$ cat src/rtl/uart_tx_arbiter.sv
// uart_tx_arbiter: shares one byte-wide UART transmitter among N_REQ
// requesters. Ownership is granted round-robin per message: a requester keeps
// the transmitter from its first byte until the byte flagged REQ_LAST has been
// sent. A watchdog releases the lock if the transmitter never reports busy.
module uart_tx_arbiter #(
  parameter int N_REQ   = 4,
  parameter int GNT_W   = 2,
  parameter int TIMEOUT = 16
) (
  input  logic               CLK,
  input  logic               RST,
  input  logic [N_REQ-1:0]   REQ_VALID,
  input  logic [N_REQ-1:0]   REQ_LAST,
  input  logic [8*N_REQ-1:0] REQ_DATA,
  output logic [N_REQ-1:0]   REQ_READY,
  input  logic               TX_BUSY,
  output logic [7:0]         TX_P_DATA,
  output logic               TX_DATA_VALID,
  output logic [GNT_W-1:0]   GNT_ID,
  output logic               GNT_ACTIVE,
  output logic               TIMEOUT_ERR,
  input  logic               ERR_CLR
);

  typedef enum logic [1:0] {
    IDLE  = 2'd0,  // no owner, arbitrating
    START = 2'd1,  // byte handed over, waiting for TX_BUSY to rise
    SEND  = 2'd2,  // transmitter busy with the byte
    HOLD  = 2'd3   // message unfinished, owner keeps the lock
  } state_e;

  localparam logic [GNT_W:0]   N_REQ_X  = (GNT_W+1)'(N_REQ);
  localparam logic [GNT_W-1:0] LAST_IDX = GNT_W'(N_REQ - 1);
  localparam logic [7:0]       CNT_MAX  = 8'(TIMEOUT - 1);
  localparam logic [N_REQ-1:0] ONE_HOT0 = N_REQ'(1);

  state_e           state_q, state_d;
  logic [GNT_W-1:0] ptr_q, ptr_d;        // requester with top priority
  logic [GNT_W-1:0] gnt_id_q, gnt_id_d;
  logic [7:0]       data_q, data_d;
  logic             dv_q, dv_d;
  logic             last_q, last_d;      // REQ_LAST of the byte in flight
  logic [7:0]       cnt_q, cnt_d;        // cycles spent in START
  logic             err_q, err_d;

  logic [2*N_REQ-1:0] rot_full;
  logic [N_REQ-1:0]   rot_valid;
  logic               any_valid;
  logic [GNT_W-1:0]   rr_off;
  logic [GNT_W:0]     rr_sum;
  logic [GNT_W-1:0]   rr_win;
  logic [GNT_W-1:0]   sel_id;
  logic               xfer;
  logic [7:0]         sel_data;
  logic               sel_last;
  logic               timeout_hit;
  logic               release_lock;

  // Round-robin search: rotate the valid vector so the pointer sits at bit 0,
  // take the lowest set bit, then rotate the offset back into an index.
  always_comb begin
    rot_full  = {REQ_VALID, REQ_VALID} >> ptr_q;
    rot_valid = rot_full[N_REQ-1:0];
    any_valid = 1'b0;
    rr_off    = '0;
    for (int k = N_REQ - 1; k >= 0; k--) begin
      if (rot_valid[k]) begin
        any_valid = 1'b1;
        rr_off    = GNT_W'(k);
      end
    end
    rr_sum = {1'b0, ptr_q} + {1'b0, rr_off};
    rr_win = (rr_sum >= N_REQ_X) ? GNT_W'(rr_sum - N_REQ_X) : rr_sum[GNT_W-1:0];
  end

  // Output decode: ready strobes and the selected requester's byte.
  // NOTE: every signal written in an always_comb gets a default on entry;
  // a path that leaves one unassigned would infer a latch.
  always_comb begin
    REQ_READY = '0;
    sel_id    = gnt_id_q;
    if (!RST && !TX_BUSY) begin
      unique case (state_q)
        IDLE: begin
          if (any_valid) begin
            REQ_READY = ONE_HOT0 << rr_win;
            sel_id    = rr_win;
          end
        end
        HOLD:    REQ_READY = ONE_HOT0 << gnt_id_q;
        default: REQ_READY = '0;
      endcase
    end
    xfer     = |(REQ_VALID & REQ_READY);
    sel_data = REQ_DATA[{sel_id, 3'b000} +: 8];
    sel_last = REQ_LAST[sel_id];
  end

  // Next-state logic, including the watchdog and message-end lock release.
  always_comb begin
    state_d      = state_q;
    timeout_hit  = 1'b0;
    release_lock = 1'b0;
    unique case (state_q)
      IDLE: if (xfer) state_d = START;
      START: begin
        if (TX_BUSY) begin
          state_d = SEND;
        end else if (cnt_q == CNT_MAX) begin
          state_d      = IDLE;
          timeout_hit  = 1'b1;
          release_lock = 1'b1;
        end
      end
      SEND: begin
        if (!TX_BUSY) begin
          state_d      = last_q ? IDLE : HOLD;
          release_lock = last_q;
        end
      end
      HOLD:    if (xfer) state_d = START;
      default: state_d = IDLE;
    endcase
  end

  // Datapath next values: byte capture, watchdog counter, pointer, error flag.
  always_comb begin
    data_d   = data_q;
    dv_d     = xfer;
    gnt_id_d = gnt_id_q;
    last_d   = last_q;
    cnt_d    = cnt_q;
    ptr_d    = ptr_q;
    err_d    = err_q;
    if (xfer) begin
      data_d   = sel_data;
      gnt_id_d = sel_id;
      last_d   = sel_last;
      cnt_d    = '0;
    end else if (state_q == START && !TX_BUSY && !timeout_hit) begin
      cnt_d = cnt_q + 8'd1;
    end
    if (release_lock) begin
      ptr_d = (gnt_id_q == LAST_IDX) ? '0 : gnt_id_q + GNT_W'(1);
    end
    if (ERR_CLR) err_d = 1'b0;
    // A timeout in the same cycle as a clear still leaves the flag set.
    if (timeout_hit) err_d = 1'b1;
  end

  // State and datapath registers; reset drops any lock immediately.
  // NOTE: sequential state uses non-blocking assignments so every flop
  // samples pre-edge values regardless of statement order.
  always_ff @(posedge CLK or posedge RST) begin
    if (RST) begin
      state_q  <= IDLE;
      ptr_q    <= '0;
      gnt_id_q <= '0;
      data_q   <= '0;
      dv_q     <= 1'b0;
      last_q   <= 1'b0;
      cnt_q    <= '0;
      err_q    <= 1'b0;
    end else begin
      state_q  <= state_d;
      ptr_q    <= ptr_d;
      gnt_id_q <= gnt_id_d;
      data_q   <= data_d;
      dv_q     <= dv_d;
      last_q   <= last_d;
      cnt_q    <= cnt_d;
      err_q    <= err_d;
    end
  end

  assign TX_P_DATA     = data_q;
  assign TX_DATA_VALID = dv_q;
  assign GNT_ID        = gnt_id_q;
  assign GNT_ACTIVE    = (state_q != IDLE);
  assign TIMEOUT_ERR   = err_q;

endmodule

$ cat config.mk
export PLATFORM = sky130hd
export DESIGN_NAME = uart_tx_arbiter
export DESIGN_NICKNAME = d
export VERILOG_FILES = /design/src/rtl/uart_tx_arbiter.sv
export SDC_FILE = /design/constraint.sdc
export NUM_CORES = 1
export LEC_CHECK = 0
export BUFFER_PORTS_ARGS = -buffer_cell sky130_fd_sc_hd__buf_2
export CAP_MARGIN = 20
export CORE_ASPECT_RATIO = 0.75
export CORE_MARGIN = 2
export CORE_UTILIZATION = 47
export CTS_CLUSTER_DIAMETER = 60
export DETAILED_ROUTE_END_ITERATION = 8
export PLACE_DENSITY = 0.74
export SLEW_MARGIN = 20
export SYNTH_ARGS = -nofsm -noshare
export SYNTH_HDL_FRONTEND = slang
export SYNTH_SLANG_ARGS = --single-unit
$ cat constraint.sdc
create_clock -name CLK -period 3.3 [get_ports CLK]
set_clock_uncertainty 0.1 [all_clocks]
set_input_delay 0 -clock CLK [delete_from_list [all_inputs] [get_ports CLK]]
set_output_delay 0 -clock CLK [all_outputs]
set_load 0.01 [all_outputs]
### Word level (Yosys, flattened, before mapping)

Cells that the tools add are included.

| storage, ports and cells | value |
|---|---|
| register bits | 25 |
| bits of input ports | 44 |
| output and inout port bits | 17 |
| word-level logic and storage cells | 73 |

| cells by class | value |
|---|---|
| add/subtract/negate cells | 4 |
| reduce and logical (&&, ||, !) cells | 13 |
| bitwise operators | 1 |
| shift operators | 4 |
| eq/ne operators | 8 |
| mux-type cells | 33 |
| $lt $le $gt $ge | 2 |

Operator list:

| cell | count |
|---|---|
| indexed part select 32 x 6 -> 8 bit | 1 |
| two-way mux 2 bit | 14 |
| two-way mux 8 bit | 2 |
| two-way mux 1 bit | 11 |
| adder 8 x 1 -> 8 bit, second input constant | 1 |
| == test 8 x 4 -> 1 bit, second input constant | 1 |
| two-way mux 4 bit | 2 |
| case mux 4 bit (2 select lines) | 1 |
| left shift 1 x 2 -> 4 bit, first input constant | 2 |
| >> shifter 8 x 2 -> 4 bit | 1 |
| == test 2 bit, second input constant | 3 |
| case mux 2 bit (3 select lines) | 1 |
| nonzero test 2 bit | 3 |
| AND 4 bit | 1 |
| OR reduction 4 bit | 1 |
| adder 2 x 2 -> 3 bit | 1 |
| >= comparator 3 bit, second input constant | 1 |
| logical AND 1 bit | 3 |
| logical NOT 1 bit | 3 |
| less-than comparator 2 x 3 -> 1 bit, second input constant | 1 |
| != test 3 bit, second input constant | 1 |
| AND reduction 3 bit | 1 |
| adder 2 x 1 -> 2 bit, second input constant | 1 |
| binary-select mux 1 bit (select 2 bit) | 1 |
| other kinds (7) | 7 |

### Longest topological paths before layout

Gate-level depths: netlist (run 1).

| depth | value |
|---|---|
| depth in word-level cells | 16 |
| mapped depth | 15 |
| mapped depth without buffers | 13 |

### Worst setup path before layout (run 1)

Ideal clock, no wire load.

| timing | value |
|---|---|
| path kind | reg-to-reg |
| start | reg ptr_q[0] |
| end | reg data_q[0] (netlist: TX_P_DATA[0]) |
| clock period less this slack | 2973 ps |
| slack | 327 ps |
| setup time | 125 ps |
| data required time | 3075 ps |
| path buffers | 2 |
| stages on the path, launching flop included | 14 |
| data arrival time | 2749 ps |
| cell sequence | dfrtp_1 > buf_4 > and2b_1 > a22oi_1 > nand2_1 > o21ai_0 > o221ai_1 > ha_1 > xnor2_1 > nand3_1 > mux2_2 > a31oi_4 > buf_6 > mux2_2 |

| on the way | value |
|---|---|
| word-level cells in the longest chain between the ends | 14 |
| elaborated cells between the ends (all ways) | 23 |
| those cells by class | add/sub (2); order compare (1); shift (3); mux (15); bitwise (1); reduce/logical (1) |

RTL lines:

| item | RTL line | source |
|---|---|---|
| start, declared | 38 | `logic [GNT_W-1:0] ptr_q, ptr_d;` |
| start signal, assigned | 166 | `ptr_q <= ptr_d;` |
| parallel branches: the longest is 14 deep, another holds adder 2 x 2 -> 3 bit | - |  |
| end signal, assigned | 168 | `data_q <= data_d;` |
| end, declared | 40 | `logic [7:0] data_q, data_d;` |

Parallel ways; which one is timed is not known.
A chain may end at the register's enable or synchronous reset.

### Final worst setup path (run 1)

Same ends and word-level chain as after synthesis.

==> impl_metrics.json, run 1 <==
{
  "outcome": "finished, final reports clean",
  "slew_viol_final": 0,
  "fp-row-count": 20,
  "cts_root_buffer": "clkbuf_8",
  "tns_ns": 0,
  "diodes": 0,
  "clk_pin_slew_ns": 0.08,
  "critical_path.startpoint_type": "flop",
  "peakVddDrop_uv": 346,
  "yosysWarningCount": 0,
  "final_util": 0.590,
  "clkPwrFrac": 0.098,
  "postLayoutSetupSlackWorst_ns": 0.206,
  "groute.usage.overall": 0.191,
  "dp_hpwl_um": 3440,
  "ios": 61,
  "layout_common_cells": "buf_2 (60), dfrtp_1 (25), nor2_1 (22)",
  "hold_viol": 0,
  "synth_edf_count": 0,
  "multi_input_area_sq_um": 1260,
  "hold_path_class": "in2reg",
  "grt_pass1_vias": 1516,
  "io_buffer_count": 60,
  "post-route-period-util": 0.937,
  "pwr-share-seq": 0.284,
  "switchingPower_mw": 0.776,
  "fmax_mhz": 323,
  "htree_levels": 1,
  "gp_congestion": 0.914,
  "yosysTopAreaCell": "dfrtp_1",
  "grt_setup_unrepaired": "no",
  "grt_max_degree": 26,
  "synth_seq_area_share": 0.315,
  "pre_cts_ws_ns": 0.217,
  "slew_headroom": 0.376,
  "cts_buffer_depth": 2,
  "seqCellArea_sq_um": 626,
  "yosysTopAreaCellShare": 0.315,
  "slowest_stage": "ha_1",
  "final_common_cell": "buf_2",
  "worstMarginPinSlew_ns": 0.936,
  "wl_um": 4340,
  "worst-setup-path-type": "reg2reg",
  "comb_power_share": 0.618,
  "start_util": 0.490,
  "critPathRequiredTime_ns": 3.36,
  "powerDensity_nw_per_um2": 763,
  "core_sq_um": 4050,
  "period_minus_slack_ns": 3.09,
  "syn_nets": 243,
  "intPower_mw": 1.05,
  "path_buf_inv": 1,
  "async_flop_share": 1.00,
  "finalSetupViolCount": 0,
  "drt_iter0_drc": 44,
  "cts_made_buffers": 3,
  "cp_data_arrival_time_ns": 3.15,
  "drtPass1Iterations": 4,
  "syn_area_sq_um": 1980,
  "drive_gt1_frac": 0.355,
  "maxCapViolCount": 0,
  "grt_pass1_wl_um": 7010,
  "die-area_sq_um": 4760,
  "final_nets": 305,
  "antenna_found_initial": 0,
  "syn2layout_area_growth_pct": 20.6,
  "clkLatencyLatePin_ns": 0.26,
  "slowest_delay_ns": 0.44,
  "drc": 0,
  "path_cells": "and2b_1, a22oi_1, nand2_1, o21ai_0, o221ai_1, ha_1, nand2_1, o21ai_0, nand3_1, mux2_2, a31oi_4, buf_12, mux2_2",
  "path_max_fanout": 21,
  "cp-end-kind": "flop",
  "drtAntennaViolNets": 0,
  "ys.flop_type": "dfrtp_1",
  "critical-path-top-delay-family": "compound AO/OA/AOI/OAI gates",
  "cts_tree": "built",
  "ys_ff_latch": 25,
  "grt.overflow.total": 0,
  "cts.sinks": 25,
  "p_leak_nw": 1.16,
  "wl_per_cell_um": 14.3,
  "synth.distinct_cells": 45,
  "fill_cells": 362,
  "hold_ws_ns": 0.0594,
  "netlist_instances": 187,
  "via_count": 1644,
  "die_x_um": 79.0,
  "die_h_um": 60.3,
  "viasPerCell": 5.43,
  "synth_area_per_cell_sq_um": 10.6,
  "netlist_top_cells_area": "dfrtp_1 (32%), mux4_1 (12%), ha_1 (7.6%), mux2_2 (6.8%), nor2_1 (4.2%)",
  "swShare": 0.425
}
-- registers in the layout, summed over array words and instances, names as in the netlist --
register / flops
GNT_ID: 2
state_q: 2
cnt_q: 8
ptr_q: 2
TX_P_DATA: 8
last_q: 1
TX_DATA_VALID: 1
TIMEOUT_ERR: 1
-- kinds of logic after synthesis --
logic type / Yosys count / share of synthesized area
simple gates: 62 / 0.147
compound gates: 34 / 0.138
mux: 26 / 0.226
flops: 25 / 0.315
buf+inv: 18 / 0.0498
fa+ha+maj: 12 / 0.0757
xor+xnor: 10 / 0.0479
-- area by class of cell --
type / instances / area share
clock buffers: 4 / 0.0188
inverters: 10 / 0.0157
multi-input cells: 144 / 0.527
flip-flops and latches: 25 / 0.262
well taps: 55 / 0.0288
repair buffers: 65 / 0.149
-- final timing paths --
path	startpoint	endpoint	slack [ns]	depth (start not counted)
setup / recovery	ptr_q[0]$_DFFE_PP0P_	TX_P_DATA[0]$_DFFE_PP0N_	0.21	13
hold / removal	REQ_DATA[19]	TX_P_DATA[3]$_DFFE_PP0N_	0.06	3
setup reg to reg	ptr_q[0]$_DFFE_PP0P_	TX_P_DATA[0]$_DFFE_PP0N_	0.21	13
hold reg to reg	TX_P_DATA[1]$_DFFE_PP0N_	TX_P_DATA[1]$_DFFE_PP0N_	0.41	1
max in group asynchronous	RST	cnt_q[2]$_DFFE_PP0P_	2.11	3
min in group asynchronous	RST	state_q[0]$_DFFE_PP0P_	0.41	3
-- power by group through the flow --
stage	Combinational, mW	Sequential [mW]	Clock (mW)
3_5_place_dp	1.12	0.524	0
6_report	1.13	0.519	0.180
2_1_floorplan	0.844	0.519	0
3_3_place_gp	1.10	0.520	0
4_1_cts	1.13	0.520	0.185
5_1_grt	1.24	0.536	0.196
-- Yosys cell counts, types with 2 or more instances --
cell	number
buf_6	3
o21ai_0	6
mux2_4	3
ha_1	12
a22oi_1	5
o22a_1	3
o22ai_1	2
nor2_1	22
buf_4	2
dfrtp_1	25
a32oi_1	2
a21oi_1	7
nor3b_1	2
mux2_2	12
and3_1	3
mux4_1	9
inv_1	10
nand2_1	13
nand3_1	10
xnor2_1	2
nand2b_1	2
nor3_1	3
xor2_1	7
-- worst register-to-register path, delay by kind of cell, from the launching register on --
family	cells	cell delay (ns)
compound gates	5	0.76
flops	1	0.41
buf+inv	1	0.18
mux	2	0.68
fa+ha+maj	1	0.44
simple gates	4	0.44
-- timing repair --
item | 4_1_cts | 5_1_grt
setup buffers | 0 | 0
endpoints found under the hold margin | 26 | 0
hold buffers | 2 | 0
gates resized for setup | 0 | 0
-- per-layer routing --
metal / GRT usage / vias to the layer above / wire, um
met5: 0 / - / 0
met3: 0.0408 / 0 / 321
met1: 0.277 / 775 / 2040
met4: 0.0296 / 0 / 0
li1: - / 810 / -
met2: 0.304 / 59 / 1980
-- metrics by stage --
stage          instances  instance area [sq um]  power, mW
6_report             303                   2390       1.83
5_1_grt              303                   2390       1.97
4_1_cts              303                   2390       1.84
3_5_place_dp         297                   2330       1.65
3_3_place_gp         297                   2330       1.62
2_1_floorplan        187                   1980       1.36
No activity file was read; power rests on OpenSTA's default activity.
==> run 2, diff against run 1 <==
--- a/config.mk
+++ b/config.mk
@@ -5,6 +5,7 @@
 export SDC_FILE = /design/constraint.sdc
 export NUM_CORES = 1
 export LEC_CHECK = 0
+export ABC_AREA = 1
 export BUFFER_PORTS_ARGS = -buffer_cell sky130_fd_sc_hd__buf_2
 export CAP_MARGIN = 20
 export CORE_ASPECT_RATIO = 0.75
@@ -12,7 +13,7 @@
 export CORE_UTILIZATION = 47
 export CTS_CLUSTER_DIAMETER = 60
 export DETAILED_ROUTE_END_ITERATION = 8
-export PLACE_DENSITY = 0.74
+export PLACE_DENSITY = 0.75
 export SLEW_MARGIN = 20
 export SYNTH_ARGS = -nofsm -noshare
 export SYNTH_HDL_FRONTEND = slang
==> run 2 against run 1 <==
Effect of this change:
- routed wire length increased by 0.92%
- via count increased by 14%
- maximum frequency increased by 11%
- critical endpoint is now cnt_q[3]$_DFFE_PP0P_
- final cell count increased by 26%
- first-iteration DRC count increased by 75%
- largest cell class unchanged
- global-route usage increased by 1.8 points
- non-clock buffer count increased by 5
- clock power about the same
- setup slack improved by 0.30 ns
- die area decreased by 7.3%
- synthesized cell count increased by 40%
==> impl_metrics.json, run 2 <==
{
  "outcome": "finished, final reports clean",
  "die_h_um": 58.1,
  "grt_setup_unrepaired": "no",
  "peakVddDrop_uv": 357,
  "ys_ff_latch": 25,
  "antenna_found_initial": 0,
  "finalSetupViolCount": 0,
  "synth_seq_area_share": 0.342,
  "hold_ws_ns": 0.0251,
  "fill_cells": 340,
  "syn_nets": 317,
  "final_nets": 387,
  "yosysMostFrequentCell": "nand2_1",
  "drtPass1Iterations": 4,
  "io_buffer_count": 60,
  "hold_viol": 0,
  "grt_pass1_wl_um": 7580,
  "critPathRequiredTime_ns": 3.39,
  "cts.sinks": 25,
  "wl_per_cell_um": 11.5,
  "p_total_mw": 1.85,
  "critical-path-top-delay-family": "simple AND/OR/NAND/NOR gates",
  "htree_levels": 1,
  "viasPerCell": 4.90,
  "syn_area_sq_um": 1830,
  "diodes": 0,
  "path_buf_inv": 2,
  "synth.distinct_cells": 26,
  "gp_congestion": 0.833,
  "worst-setup-path-type": "reg2reg",
  "post-route-period-util": 0.848,
  "synth_edf_count": 0,
  "drt_iter0_drc": 77,
  "maxCapViolCount": 0,
  "drtAntennaViolNets": 0,
  "grt_max_degree": 26,
  "async_flop_share": 1.00,
  "cp-end-kind": "flop",
  "cpMostUsedCell": "nand2_1",
  "wl_um": 4380,
  "p_leak_nw": 1.25,
  "synth_area_per_cell_sq_um": 7.02,
  "grt_pass1_vias": 1787,
  "netlist_instances": 261,
  "drc": 0,
  "netlist_top_cells_area": "dfrtp_1 (34%), nand2_1 (15%), ha_1 (8.2%), o21ai_0 (6.6%), nor2_1 (5.3%)",
  "slowest_stage": "dfrtp_1",
  "drive_gt1_frac": 0.267,
  "syn2layout_area_growth_pct": 25.4,
  "clkLatencyLatePin_ns": 0.27,
  "via_count": 1871,
  "core_sq_um": 3710,
  "postPlaceCellArea_sq_um": 2170,
  "ios": 61,
  "worstMarginPinSlew_ns": 0.453,
  "slew_viol_final": 0,
  "layout_common_cells": "nand2_1 (73), buf_2 (60), nor2_1 (26)",
  "die-area_sq_um": 4420,
  "finish.instance_area_sq_um": 2300,
  "cts_made_buffers": 3,
  "yosysWarningCount": 0,
  "fp-row-count": 19,
  "powerDensity_nw_per_um2": 806,
  "grt.overflow.total": 0,
  "die_x_um": 76.1,
  "synthTopCellsByCount": "nand2_1 (73), nor2_1 (26), dfrtp_1 (25)",
  "slowest_delay_ns": 0.47,
  "path_max_fanout": 19,
  "final_util": 0.619,
  "multi_input_area_sq_um": 1060,
  "yosysTopAreaCellShare": 0.342,
  "cts_root_buffer": "clkbuf_8",
  "period_minus_slack_ns": 2.80,
  "slew_headroom": 0.698,
  "start_util": 0.494,
  "groute.usage.overall": 0.210,
  "yosysTopAreaCell": "dfrtp_1",
  "final_common_cell": "nand2_1",
  "path_cells": "inv_2, nand2_1, nand3_1, nand2_1, nand3_1, a21boi_0, ha_1, xor2_1, nand3b_1, nand2_2, nand2_1, nand2_1, nand3_1, nand2_1, nor2_4, inv_4, nor3b_1",
  "cts_buffer_depth": 2,
  "hold_path_class": "in2reg",
  "cts_tree": "built",
  "ys.flop_type": "dfrtp_1",
  "clk_pin_slew_ns": 0.08,
  "tns_ns": 0,
  "critical_path.startpoint_type": "flop",
  "seqCellArea_sq_um": 626,
  "cp_data_arrival_time_ns": 2.88,
  "dp_hpwl_um": 3370,
  "fmax_mhz": 357
}
run 2: worst paths after layout:
check / cells after the start / from / end / slack [ns]
max in group asynchronous: 4 / RST / TX_P_DATA[3]$_DFFE_PP0N_ / 2.46
setup reg to reg: 17 / ptr_q[0]$_DFFE_PP0P_ / cnt_q[3]$_DFFE_PP0P_ / 0.50
hold / removal: 5 / REQ_DATA[17] / TX_P_DATA[1]$_DFFE_PP0N_ / 0.03
hold reg to reg: 2 / TX_P_DATA[6]$_DFFE_PP0N_ / TX_P_DATA[6]$_DFFE_PP0N_ / 0.39
min in group asynchronous: 3 / RST / ptr_q[0]$_DFFE_PP0P_ / 0.19
setup / recovery: 17 / ptr_q[0]$_DFFE_PP0P_ / cnt_q[3]$_DFFE_PP0P_ / 0.50
run 2: routing by layer:
| metal | track usage | up-vias | share of wire |
|---|---|---|---|
| met3 | 0.0498 | 2 | 0.078 |
| met2 | 0.343 | 73 | 0.43 |
| met5 | 0 | - | 0 |
| met1 | 0.291 | 810 | 0.49 |
| met4 | 0.0364 | 0 | 0.0023 |
| li1 | - | 986 | - |
run 2: through the flow:
step           setup WS [ns]  std cells
2_1_floorplan          0.812        261
3_3_place_gp           0.501        369
3_5_place_dp           0.338        369
4_1_cts                0.301        376
5_1_grt                0.145        382
6_report               0.502        382
run 2: cells by family (layout without fill, tap and decap cells):
| kind of cell | count (synthesis) | after routing | synth area share |
|---|---|---|---|
| AOI/OAI and AO/OA | 44 | 44 | 0.129 |
| xor gates and xnor gates | 6 | 6 | 0.0287 |
| adders and majority gates | 12 | 12 | 0.0820 |
| buffers and inverters | 34 | 103 | 0.0806 |
| DFF | 25 | 25 | 0.342 |
| and+or+nand+nor | 140 | 140 | 0.338 |
run 2: final cells by class:
cell class,count,area share
clock inverters,1,0.00218
well taps,52,0.0283
repair buffers,70,0.170
clock buffers,3,0.0180
flip-flops and latches,25,0.272
multi-input cells,202,0.461
inverters,29,0.0485
run 2: tightest hold or removal path, cell delays in order:
cell and delay (ns):
buf_2 0.07, nor2_1 0.03, o22ai_1 0.13, nand2_1 0.07, nand2_1 0.06
run 2: timing repair:
item | 4_1_cts | 5_1_grt
setup buffers | 0 | 5
setup endpoints to repair | 0 | 2
endpoints found under the hold margin | 26 | 0
hold buffers | 3 | 0
gates resized for setup | 0 | 0
run 2: power breakdown:
group | switching [mW] | internal, mW
Sequential | 0.102 | 0.413
Combinational | 0.714 | 0.444
Clock | 0.0942 | 0.0845
Total | 0.910 | 0.942
==> run 3, diff against run 2 <==
--- a/config.mk
+++ b/config.mk
@@ -5,7 +5,7 @@
 export SDC_FILE = /design/constraint.sdc
 export NUM_CORES = 1
 export LEC_CHECK = 0
-export ABC_AREA = 1
+export ABC_AREA = 0
 export BUFFER_PORTS_ARGS = -buffer_cell sky130_fd_sc_hd__buf_2
 export CAP_MARGIN = 20
 export CORE_ASPECT_RATIO = 0.75
@@ -13,7 +13,7 @@
 export CORE_UTILIZATION = 47
 export CTS_CLUSTER_DIAMETER = 60
 export DETAILED_ROUTE_END_ITERATION = 8
-export PLACE_DENSITY = 0.75
+export PLACE_DENSITY = 0.74
 export SLEW_MARGIN = 20
 export SYNTH_ARGS = -nofsm -noshare
 export SYNTH_HDL_FRONTEND = slang
==> constraint.sdc (replaced) <==
create_clock -name CLK -period 2.8 [get_ports CLK]
set_clock_uncertainty 0.1 [all_clocks]
set_input_delay 0 -clock CLK [delete_from_list [all_inputs] [get_ports CLK]]
set_output_delay 0 -clock CLK [all_outputs]
set_load 0.01 [all_outputs]
==> run 3 against run 2 <==
Effect of this change:
- the flow now finishes with violations (negative setup slack)
- critical path depth down 4
- clock-buffer cell count is the same
- sequential share of layout area fell by 4.4 points
- largest cell class unchanged
- largest power group unchanged
- highest routed layer is now met3
==> impl_metrics.json, run 3 (same netlist as run 1, synthesis figures left out) <==
{
  "grt_pass1_wl_um": 7260,
  "groute.usage.overall": 0.195,
  "path_max_fanout": 6,
  "hold_viol": 0,
  "post-route-period-util": 1.05,
  "cts.sinks": 25,
  "via_count": 1816,
  "outcome": "complete, but fails checks",
  "fp-row-count": 20,
  "cts_buffer_depth": 2,
  "core_sq_um": 4050,
  "peakVddDrop_uv": 567,
  "drtPass1Iterations": 4,
  "reg2reg_to": "TX_P_DATA[3]$_DFFE_PP0N_",
  "drc": 0,
  "io_buffer_count": 60,
  "antenna_found_initial": 0,
  "swShare": 0.414,
  "tns_ns": -1.09,
  "dp_hpwl_um": 3500,
  "comb_power_share": 0.688,
  "diodes": 0,
  "period_minus_slack_ns": 2.93,
  "die-area_sq_um": 4760,
  "grt.overflow.total": 0,
  "cts_made_buffers": 3,
  "worst-setup-path-type": "reg2reg",
  "pwr-share-seq": 0.230,
  "min-delay-start": "TX_BUSY",
  "ios": 61,
  "maxCapViolCount": 0,
  "final_nets": 324,
  "start_util": 0.490,
  "htree_levels": 1,
  "cp-end-kind": "flop",
  "fmax_mhz": 341,
  "min_to": "TIMEOUT_ERR$_DFFE_PP0P_",
  "final_cell_count_no_fill": 322,
  "powerDensity_nw_per_um2": 974,
  "die_x_um": 79.0,
  "cts_root_buffer": "clkbuf_8",
  "die_h_um": 60.3,
  "rrSetupSlack_ns": -0.13,
  "intPower_mw": 1.56,
  "viasPerCell": 5.64,
  "wl_um": 5060,
  "postLayoutSetupSlackWorst_ns": -0.131,
  "fill_cells": 304,
  "slew_viol_final": 0,
  "clkPwrFrac": 0.082,
  "p_leak_nw": 1.29,
  "violations": "negative setup slack",
  "critical_path.startpoint_type": "flop",
  "clk_pin_slew_ns": 0.09,
  "r2r_start": "ptr_q[0]$_DFFE_PP0P_",
  "critPathRequiredTime_ns": 2.86,
  "switchingPower_mw": 1.10,
  "drive_gt1_frac": 0.479,
  "clkLatencyLatePin_ns": 0.27,
  "pre_cts_ws_ns": -0.0703,
  "grt_max_degree": 26,
  "slew_headroom": 0.367,
  "finalSetupViolCount": 19,
  "hold_path_class": "in2reg",
  "gp_congestion": 0.909,
  "worstMarginPinSlew_ns": 0.948,
  "drt_iter0_drc": 79,
  "grt_setup_unrepaired": "yes",
  "layout_common_cells": "buf_2 (60), dfrtp_1 (25), buf_4 (16)",
  "final_common_cell": "buf_2",
  "p_total_mw": 2.66,
  "cp-startpoint": "ptr_q[0]$_DFFE_PP0P_",
  "r2r_cells": 13,
  "grt_pass1_vias": 1587,
  "cts_tree": "built",
  "syn2layout_area_growth_pct": 37.9,
  "drtAntennaViolNets": 0,
  "placed_cells": 306,
  "wl_per_cell_um": 15.7,
  "cp_data_arrival_time_ns": 2.99,
  "worstHoldPathCells": 3
}
## run 3: worst max-delay path by stage
stage / to / slack [ns] / cells past startpoint
finish: TX_P_DATA[3]$_DFFE_PP0N_ / -0.13 / 13
global route: TX_P_DATA[3]$_DFFE_PP0N_ / -0.21 / 13
CTS: TX_P_DATA[6]$_DFFE_PP0N_ / -0.01 / 13
detailed placement: TX_P_DATA[5]$_DFFE_PP0N_ / -0.07 / 13
global placement: TX_P_DATA[5]$_DFFE_PP0N_ / -0.03 / 13
floorplan: TX_P_DATA[0]$_DFFE_PP0N_ / -0.12 / 14
## run 3: power by group through the flow
stage                     Sequential, mW  Clock [mW]  Combinational (mW)
after floorplan                    0.615           0                1.07
after global placement             0.606           0                1.50
after detailed placement           0.607           0                1.53
after CTS                          0.603       0.223                1.58
after global routing               0.627       0.235                1.98
final                              0.613       0.219                1.83
## run 3: stage by stage
| step | util | area, sq um | hold slack (ns) |
|---|---|---|---|
| floorplan | - | 2020 | -0.0727 |
| global placement | 0.601 | 2440 | 0.0875 |
| detailed placement | 0.601 | 2440 | 0.0886 |
| CTS | 0.623 | 2530 | 0.0412 |
| global route | 0.675 | 2740 | 0.0662 |
| finish | 0.675 | 2740 | 0.0486 |
## run 3: layout make-up
class	instances	area (sq um)	area share
timing repair buffer	84	548	0.200
clock inverter	1	5.00	0.00183
tap	55	68.8	0.0251
multi-input combinational	144	1410	0.515
sequential	25	626	0.229
inverter	10	37.5	0.0137
clock buffer	3	41.3	0.0151
## run 3: per-layer routing
layer	track usage	wire (um)
met1	0.265	2120
met2	0.316	2430
met3	0.0589	510
met4	0.0320	0
met5	0	0
## run 3: repair_timing
action	4_1_cts	5_1_grt
setup endpoints to repair	10	21
gates cloned	0	1
setup buffers	2	7
gates resized for setup	2	30
pin swaps	2	8
hold buffers	2	0
hold endpoints to repair	26	0
## run 3: critical path: stages, from the launching register on
cell and delay, ns:
dfrtp_1 0.39, and2b_1 0.17, a22oi_1 0.19, nand2_1 0.10
o21ai_2 0.09, o221ai_4 0.15, ha_4 0.32, nand2_1 0.07
o21ai_2 0.08, nand3_1 0.11, mux2_4 0.30, a31oi_4 0.25
clkbuf_16 0.20, mux2_4 0.30
